### src/rtl/safe_lock_fsm.sv
// Keypad safe-lock controller: four-digit entry, timed unlock/fail/lockout dwells
// and an emergency override. All outputs are registered.
module safe_lock_fsm #(
  parameter logic [15:0] PASSWORD         = 16'h1234,
  parameter int          UNLOCK_MS        = 3000,
  parameter int          FAIL_MS          = 1000,
  parameter int          LOCKOUT_MS       = 10000,
  parameter int          MAX_FAIL         = 3,
  parameter int          ENTRY_TIMEOUT_MS = 5000
) (
  input  logic       clk_1khz,
  input  logic       rst,
  input  logic       key_valid,
  input  logic [3:0] key_code,
  input  logic       emergency,
  output logic [3:0] state,
  output logic       lock_open,
  output logic [2:0] fail_cnt
);

  // state     | meaning
  // IDLE      | waiting for the first digit
  // IN1..IN3  | one to three digits entered
  // VERIFY    | single-cycle compare of the entry buffer
  // UNLOCK    | bolt released for UNLOCK_MS or until lock key
  // FAIL      | wrong code penalty for FAIL_MS
  // LOCKOUT   | keypad disabled for LOCKOUT_MS
  // EMERGENCY | held while emergency is asserted
  localparam logic [3:0] ST_IDLE    = 4'b0000;
  localparam logic [3:0] ST_IN1     = 4'b0001;
  localparam logic [3:0] ST_IN2     = 4'b0010;
  localparam logic [3:0] ST_IN3     = 4'b0011;
  localparam logic [3:0] ST_VERIFY  = 4'b0100;
  localparam logic [3:0] ST_UNLOCK  = 4'b0111;
  localparam logic [3:0] ST_FAIL    = 4'b1000;
  localparam logic [3:0] ST_LOCKOUT = 4'b1001;
  localparam logic [3:0] ST_EMERG   = 4'b1010;

  localparam logic [13:0] CNT_MAX      = 14'h3FFF;
  localparam logic [13:0] UNLOCK_LAST  = 14'(UNLOCK_MS - 1);
  localparam logic [13:0] FAIL_LAST    = 14'(FAIL_MS - 1);
  localparam logic [13:0] LOCKOUT_LAST = 14'(LOCKOUT_MS - 1);
  localparam logic [13:0] ENTRY_LAST   = 14'(ENTRY_TIMEOUT_MS - 1);

  logic [3:0]  state_n;
  logic [15:0] buf_q, buf_n;
  logic [13:0] cnt_q, cnt_n;
  logic [2:0]  fail_n;
  logic        lock_n;
  logic        changed;
  logic        in_entry, digit_key, clr_key, lock_key;

  assign in_entry  = state inside {ST_IDLE, ST_IN1, ST_IN2, ST_IN3};
  assign digit_key = key_valid && (key_code <= 4'd9);
  assign clr_key   = key_valid && (key_code == 4'hA);
  assign lock_key  = key_valid && (key_code == 4'hB);

  always_ff @(posedge clk_1khz or posedge rst) begin
    if (rst) begin
      state     <= ST_IDLE;
      lock_open <= 1'b0;
      fail_cnt  <= 3'd0;
      buf_q     <= 16'h0000;
      cnt_q     <= 14'd0;
    end else begin
      state     <= state_n;
      lock_open <= lock_n;
      fail_cnt  <= fail_n;
      buf_q     <= buf_n;
      cnt_q     <= cnt_n;
    end
  end

  always_comb begin
    state_n = state;
    if (emergency) begin
      state_n = ST_EMERG;
    end else begin
      case (state)
        ST_IDLE, ST_IN1, ST_IN2, ST_IN3: begin
          if (digit_key)
            state_n = (state == ST_IN3) ? ST_VERIFY : state + 4'd1;
          else if (clr_key)
            state_n = ST_IDLE;
          else if (state != ST_IDLE && cnt_q == ENTRY_LAST)
            state_n = ST_IDLE;
        end
        ST_VERIFY:  state_n = (buf_q == PASSWORD) ? ST_UNLOCK : ST_FAIL;
        ST_UNLOCK:  if (lock_key || cnt_q == UNLOCK_LAST) state_n = ST_IDLE;
        ST_FAIL: begin
          if (cnt_q == FAIL_LAST)
            state_n = (int'(fail_cnt) >= MAX_FAIL) ? ST_LOCKOUT : ST_IDLE;
        end
        ST_LOCKOUT: if (cnt_q == LOCKOUT_LAST) state_n = ST_IDLE;
        ST_EMERG:   state_n = ST_IDLE;
        default:    state_n = ST_IDLE;
      endcase
    end
  end

  always_comb begin
    changed = (state_n != state);
    cnt_n   = changed ? 14'd0 : ((cnt_q == CNT_MAX) ? cnt_q : cnt_q + 14'd1);

    buf_n = buf_q;
    if (!emergency && in_entry && digit_key) buf_n = {buf_q[11:0], key_code};
    if (!emergency && in_entry && clr_key)   buf_n = 16'h0000;
    if (changed && (state_n inside {ST_IDLE, ST_UNLOCK, ST_FAIL, ST_LOCKOUT, ST_EMERG}))
      buf_n = 16'h0000;

    fail_n = fail_cnt;
    if (changed) begin
      if (state_n == ST_UNLOCK)
        fail_n = 3'd0;
      else if (state_n == ST_FAIL && fail_cnt != 3'd7)
        fail_n = fail_cnt + 3'd1;
      else if (state == ST_LOCKOUT && state_n == ST_IDLE)
        fail_n = 3'd0;
    end

    lock_n = (state_n == ST_UNLOCK);
  end

endmodule
### config.mk
export PLATFORM = sky130hd
export DESIGN_NAME = safe_lock_fsm
export DESIGN_NICKNAME = d
export VERILOG_FILES = /design/src/rtl/safe_lock_fsm.sv
export SDC_FILE = /design/constraint.sdc
export NUM_CORES = 1
export LEC_CHECK = 0
export BUFFER_PORTS_ARGS = -buffer_cell sky130_fd_sc_hd__buf_2
export CORE_UTILIZATION = 65
export CTS_CLUSTER_DIAMETER = 50
export CTS_CLUSTER_SIZE = 25
export DETAILED_ROUTE_END_ITERATION = 6
export PLACE_DENSITY = 0.85
export SYNTH_ARGS = -nofsm -noshare
export SYNTH_HDL_FRONTEND = slang
export SYNTH_SLANG_ARGS = --single-unit
### constraint.sdc
create_clock -name clk_1khz -period 4.2 [get_ports clk_1khz]
set_input_delay 0.84 -clock clk_1khz [delete_from_list [all_inputs] [get_ports clk_1khz]]
set_output_delay 0.84 -clock clk_1khz [all_outputs]
set_load 0.05 [all_outputs]
==> results of run 1 <==
==> critical path, cell delays in order, from the launching register on <==
cell      delay, ns
dfrtp_1        0.52
inv_1          0.11
ha_1           0.29
or4_1          0.48
nand4_1        0.19
a211oi_1       0.07
a211oi_1       0.28
nand2b_1       0.19
o221ai_1       0.15
nand4b_4       0.35
and4_4         0.30
mux2_2         0.26
==> cells in the final DEF, fill, tap and decap left out, drive strengths merged, types with 3 or more instances in the layout <==
cell and count:
a21oi 14, buf 16, and4 3, xnor2 6, mux2i 3, clkbuf 6
nand3 18, xor2 6, o31a 3, nand4 8, nand2 41, inv 13
o21ai 8, nor4b 3, a211oi 5, dfrtp 38, nor2 37, and2 3
nor3 8, ha 8
==> worst max-delay path by stage <==
stage	from	end	slack, ns	depth (start not counted)
detailed placement	state[0]$_DFF_PP0_	fail_cnt[0]$_DFFE_PP0P_	0.94	11
CTS	state[0]$_DFF_PP0_	fail_cnt[0]$_DFFE_PP0P_	0.90	11
global placement	state[0]$_DFF_PP0_	fail_cnt[0]$_DFFE_PP0P_	1.06	10
finish	state[0]$_DFF_PP0_	fail_cnt[0]$_DFFE_PP0P_	0.92	11
floorplan	state[1]$_DFF_PP0_	buf_q[0]$_DFFE_PP0P_	1.02	12
global route	cnt_q[0]$_DFFE_PP0P_	fail_cnt[0]$_DFFE_PP0P_	0.72	11
==> cell type report <==
type | count | area share (%)
Multi-Input combinational cell | 203 | 51.5
Sequential cell | 38 | 38.8
Tap cell | 46 | 2.35
Timing Repair Buffer | 16 | 3.37
Inverter | 13 | 1.99
Clock buffer | 6 | 2.09
==> through the flow <==
step	util (%)	power [uW]	hold slack [ns]	cell area, um2	cells
after global routing	73.0	907	0.574	2450	322
final	73.0	866	0.556	2450	322
after floorplan	-	626	0.505	2310	264
after global placement	71.4	674	0.521	2400	316
after detailed placement	71.4	683	0.538	2400	316
after CTS	73.0	865	0.555	2450	322
==> sequential cells by signal, indices dropped and copies added (netlist names) <==
signal	count
buf_q	16
cnt_q	14
fail_cnt	3
lock_open	1
state	4
==> synthesized netlist by cell type, drive strengths merged (5+ instances only) <==
| cell type | n |
|---|---|
| nand2 | 41 |
| dfrtp | 38 |
| nor2 | 37 |
| nand3 | 18 |
| a21oi | 14 |
| inv | 13 |
| clkbuf | 8 |
| ha | 8 |
| nand4 | 8 |
| nor3 | 8 |
| o21ai | 8 |
| xnor2 | 6 |
| xor2 | 6 |
| a211oi | 5 |
==> kinds of logic after synthesis <==
kind of cell,count (synthesis),synth area share [%]
muxes,4,1.79
adders and majority gates,8,4.34
DFF,38,41.2
AOI/OAI and AO/OA,39,12.1
xor gates and xnor gates,12,4.88
buffers and inverters,23,4.07
and+or+nand+nor,140,31.6
==> power groups by stage <==
stage                     clock network, uW  logic [uW]  registers (uW)
after floorplan                           0         152             474
after global placement                    0         253             422
after detailed placement                  0         260             423
after CTS                               188         261             416
after global routing                    203         284             420
final                                   189         261             416
==> routing by layer <==
layer	GRT usage (%)	share of wire [%]	vias up
li1	-	-	947
met1	41.0	47	955
met2	43.9	48	51
met3	6.93	4.5	6
met4	9.52	0.78	0
met5	0	0	-
==> run metrics, run 1 <==
Worst setup EP type=flip-flop; first-pass GRT wire length=7960 um; row cnt=21; post-layout min period=~3.3 ns; Via Count=a little under 2,000; n_diodes=0; Highest Clock Rate=0.305 GHz; Via density=6.08; hold endpoint=buf_q[13]$_DFFE_PP0P_; Die ar.=about 0.0038 mm2; Setup Viol. Count Final=0; area of the multi-input gates=0.00126 mm2; Yosys reg bits=38; Primary FF master, synth=dfrtp_1; sw frac=a little under two fifths; Starting Density=68.6%; synthesized instance count=264; DP Wirelength=3650 um; Clk network pwr share=21.8%; min-delay src=buf_q[13]$_DFFE_PP0P_; critical path class=reg2reg; dominant cell type by area after synthesis=dfrtp_1; core area=between 0.003 and 0.004 mm2; Detailed Route Iter0 Violations=160; Inserted Clock Buffers=5; outcome=finished, final reports clean; CTS tree=yes; relative slew slack=37.0%; post-synthesis cell type count=51; Critical Path Fanout Max=17; Mapped Area=0.00231 mm2; IO Pins=16; Tcrit/Tclk final=approximately four fifths; Hold Path Stages=2; TritonCTS Sinks=38; grt ovf=0; fillcell total=288; Final #Nets=293; RSZ-0062 raised after global routing=false; Mean Syn Cell Area=8.74 um2; Max clock buf depth=2; final WL=5020 um; All-Layer GR Usage=about 29%; synth top area cells=dfrtp_1 (41%), nand2_1 (6.7%), nor2_1 (5.9%), ha_1 (4.3%), nand3_1 (3.9%); number of global-route vias before repair=1,755; worst-margin pin slew=between 0.9 and 1 ns; setup slack after placement=0.945 ns; largest net degree at the start of global routing=39; clk_lat worst skew=0.34 ns; Comb pwr share=30.1%; FF-to-FF setup slack=approximately 0.92 ns; Die Ht=61.6 um; VDD IR max=393 uV; post-synthesis sequential area ratio=between 40 and 50%; crit path DAT=around 3.5 ns; Wirelength per Cell=15.6 um; Root Driver=clkbuf_4; CP startpoint kind=flip-flop; P_sw=318 uW; Synth async-reset ratio=100%; fin. max-slew vios=0; Reg-to-Reg Start=state[0]$_DFF_PP0_; clock slew at reported path FFs=~0.11 ns; First-pass DRT Iterations=4; Die X=61.6 um; DRC=0; Post-Route Setup TNS=0 ns; GPL Wtd Cong=0.904; r2r endpoint=fail_cnt[0]$_DFFE_PP0P_; postcts setup bufs=0; Yosys top cell area share=41.2%; Worst Hold Class=reg2reg; Reg2Reg Depth=11; Hold Buf Count CTS=0; Flop pwr share=48.1%; Storage cell area=951 um2; YS warnings=0; post-CTS resize count=0; clk_skew=approximately 0.0074 ns; Worst EP required=4.44 ns; DRT antenna net count=0; initial antenna violation count=0; CTS H-tree depth=2; Power Density=353 mW/mm2; Final WS setup=0.916 ns; Layout area overhead=6.34%; max_cap viols=0; internal power component=548 uW; Hold Violations, Final=0; Syn Nets=280; share of layout cells above drive strength 1=between 10% and 20%; Post-synth EDFFs=0; port buffer count=15; leak pwr=0.00107 uW
(Power assumes the default switching activity.)
==> inputs of run 2 (changes only) <==
--- a/config.mk
+++ b/config.mk
@@ -6,11 +6,11 @@
 export NUM_CORES = 1
 export LEC_CHECK = 0
 export BUFFER_PORTS_ARGS = -buffer_cell sky130_fd_sc_hd__buf_2
-export CORE_UTILIZATION = 65
+export CORE_UTILIZATION = 54
 export CTS_CLUSTER_DIAMETER = 50
 export CTS_CLUSTER_SIZE = 25
 export DETAILED_ROUTE_END_ITERATION = 6
-export PLACE_DENSITY = 0.85
+export PLACE_DENSITY = 0.75
 export SYNTH_ARGS = -nofsm -noshare
 export SYNTH_HDL_FRONTEND = slang
 export SYNTH_SLANG_ARGS = --single-unit
==> constraint.sdc (replaced) <==
create_clock -name clk_1khz -period 2.6 [get_ports clk_1khz]
set_input_delay 0.52 -clock clk_1khz [delete_from_list [all_inputs] [get_ports clk_1khz]]
set_output_delay 0.52 -clock clk_1khz [all_outputs]
set_load 0.05 [all_outputs]
==> run metrics, run 2 (same netlist as run 1, synthesis figures left out) <==
outcome=finished, violations left; failing checks=setup timing; Worst Hold Class=in2async; Tcrit/Tclk final=113% (+34 points); Worst EP required=2.78 ns (-1.66 ns); Clk network pwr share=21.5% (-0.3 points); Comb pwr share=42.0% (+12 points); Max clock buf depth=2 (unchanged); crit path DAT=3.11 ns (-0.41 ns); fillcell total=234 (-19%); Via density=5.90 (-3.0%); DRC=0 (unchanged); Worst Setup SP=cnt_q[0]$_DFFE_PP0P_; core area=0.00406 mm2 (+21%); Reg2Reg Depth=11 (unchanged); Worst Setup EP=buf_q[9]$_DFFE_PP0P_; CTS tree=yes; share of layout cells above drive strength 1=45.0% (+30 points); Highest Clock Rate=0.342 GHz (+12%); GPL Wtd Cong=0.908 (+0.41%); Top Registers=buf_q: 16 flops, cnt_q: 14 flops, state: 4 flops; most frequent cells in the layout=buf_4 (48), nand2_1 (39), dfrtp_1 (36); Setup Viol. Count Final=33 (+33); port buffer count=15 (unchanged); total power=1810 uW (+110%); largest net degree at the start of global routing=39 (unchanged); Hold Buf Count CTS=0 (unchanged); clk_skew=0.00569 ns (-0.00168 ns); number of flip-flops in the largest register=16 (unchanged); Wirelength per Cell=17.0 um (+9.3%); Inst Count DP=361 (+14%); First-pass DRT Iterations=4 (unchanged); Final #Nets=347 (+18%); row cnt=23 (+9.5%); clock slew at reported path FFs=0.07 ns (-0.04 ns); final WL=6490 um (+29%); critical path class=reg2reg; first-pass GRT wire length=9960 um (+25%); Die Ht=67.4 um (+9.4%); P_sw=681 uW (+110%); Die X=67.4 um (+9.4%); max_cap viols=0 (unchanged); Critical Path Fanout Max=8 (-9); FF-to-FF setup slack=-0.33 ns (-1.24 ns); most common cell after layout, fill and taps aside=buf_4; post-layout min period=2.93 ns (-0.356 ns); worst-margin pin slew=0.919 ns (-0.0214 ns); initial antenna violation count=0 (unchanged); leak pwr=0.00142 uW (+33%); Inserted Clock Buffers=5 (unchanged); Die ar.=0.00454 mm2 (+20%); All-Layer GR Usage=30.0% (+1.1 points); Starting Density=56.9% (-12 points); r2r endpoint=buf_q[9]$_DFFE_PP0P_; Final WS setup=-0.328 ns (-1.24 ns); hold slack=0.327 ns (-0.229 ns); CP startpoint kind=flip-flop; internal power component=1130 uW (+110%); fin. max-slew vios=0 (unchanged); n_diodes=0 (unchanged); grt ovf=0 (unchanged); sw frac=37.5% (+0.82 points); RSZ-0062 raised after global routing=true; Flop pwr share=36.5% (-12 points); VDD IR max=705 uV (+80%); DP Wirelength=3830 um (+4.8%); Hold Violations, Final=0 (unchanged); DRT antenna net count=0 (unchanged); IO Pins=16 (unchanged); Power Density=552 mW/mm2 (+56%); relative slew slack=38.5% (+1.4 points); Util after Layout=81.0% (+8.0 points); CTS H-tree depth=2 (unchanged); Detailed Route Iter0 Violations=328 (+110%); Post-Route Setup TNS=-7.46 ns (-7.46 ns); Reg-to-Reg Start=cnt_q[0]$_DFFE_PP0P_; Via Count=2,249 (+15%); clk_lat worst skew=0.30 ns (-0.04 ns); TritonCTS Sinks=38 (unchanged); final std cells w/o fill=381 (+18%); Reg with most FFs=buf_q; Layout area overhead=42.4%; Worst setup EP type=flip-flop; number of global-route vias before repair=2,128 (+21%); Root Driver=clkbuf_8
-- run 2: routing by layer --
layer  track usage, %  up-vias  routed length, um
met2             49.6       92               3340
li1                 -     1062                  -
met1             36.5     1072               2570
met3             8.11       23                430
met5                0        -                  0
met4             13.0        0                150
-- run 2: how the worst min path moves through the flow --
| stage | start | endpoint | slack (ns) |
|---|---|---|---|
| after floorplan | cnt_q[1]$_DFFE_PP0P_ | cnt_q[1]$_DFFE_PP0P_ | 0.50 |
| after global placement | buf_q[13]$_DFFE_PP0P_ | buf_q[13]$_DFFE_PP0P_ | 0.52 |
| after detailed placement | buf_q[14]$_DFFE_PP0P_ | buf_q[14]$_DFFE_PP0P_ | 0.53 |
| after CTS | rst | cnt_q[6]$_DFFE_PP0P_ | 0.34 |
| after global routing | rst | cnt_q[4]$_DFFE_PP0P_ | 0.39 |
| final | rst | cnt_q[6]$_DFFE_PP0P_ | 0.33 |
-- run 2: power by group through the flow --
stage	combinational, uW	clock (uW)	sequential [uW]
floorplan	254	0	770
global placement	521	0	672
detailed placement	535	0	673
CTS	595	396	662
global route	807	418	667
finish	761	390	663
-- run 2: final cells by class --
| type | instances | area [um2] | area share [%] |
|---|---|---|---|
| multi-input cells | 204 | 1610 | 48.9 |
| flip-flops and latches | 38 | 958 | 29.2 |
| repair buffers | 69 | 526 | 16.0 |
| clock buffers | 6 | 72.6 | 2.21 |
| well taps | 50 | 62.6 | 1.90 |
| inverters | 13 | 51.3 | 1.56 |
| clock inverters | 1 | 7.51 | 0.228 |
-- run 2: through the flow --
stage          area, um2  setup WS (ns)
2_1_floorplan       2370         -0.139
3_3_place_gp        2770         -0.272
3_5_place_dp        2770         -0.397
4_1_cts             3000         -0.243
5_1_grt             3290         -0.455
6_report            3290         -0.328
-- run 2: critical path, stage by stage (launching register included) --
cell and delay (ns):
dfrtp_1 0.36, ha_2 0.20, nand4_2 0.09, or4b_4 0.53, nor3_4 0.27, o21ai_2 0.11, o31ai_4 0.31, nand2_2 0.15
buf_6 0.15, nor3_4 0.28, o31a_4 0.28, nor2_1 0.08
-- run 2: repair_timing --
action / 4_1_cts / 5_1_grt
setup buffers: 4 / 7
pin swaps: 9 / 23
gates resized for setup: 23 / 51
endpoints found under the setup margin: 33 / 33
gates cloned: 1 / 1
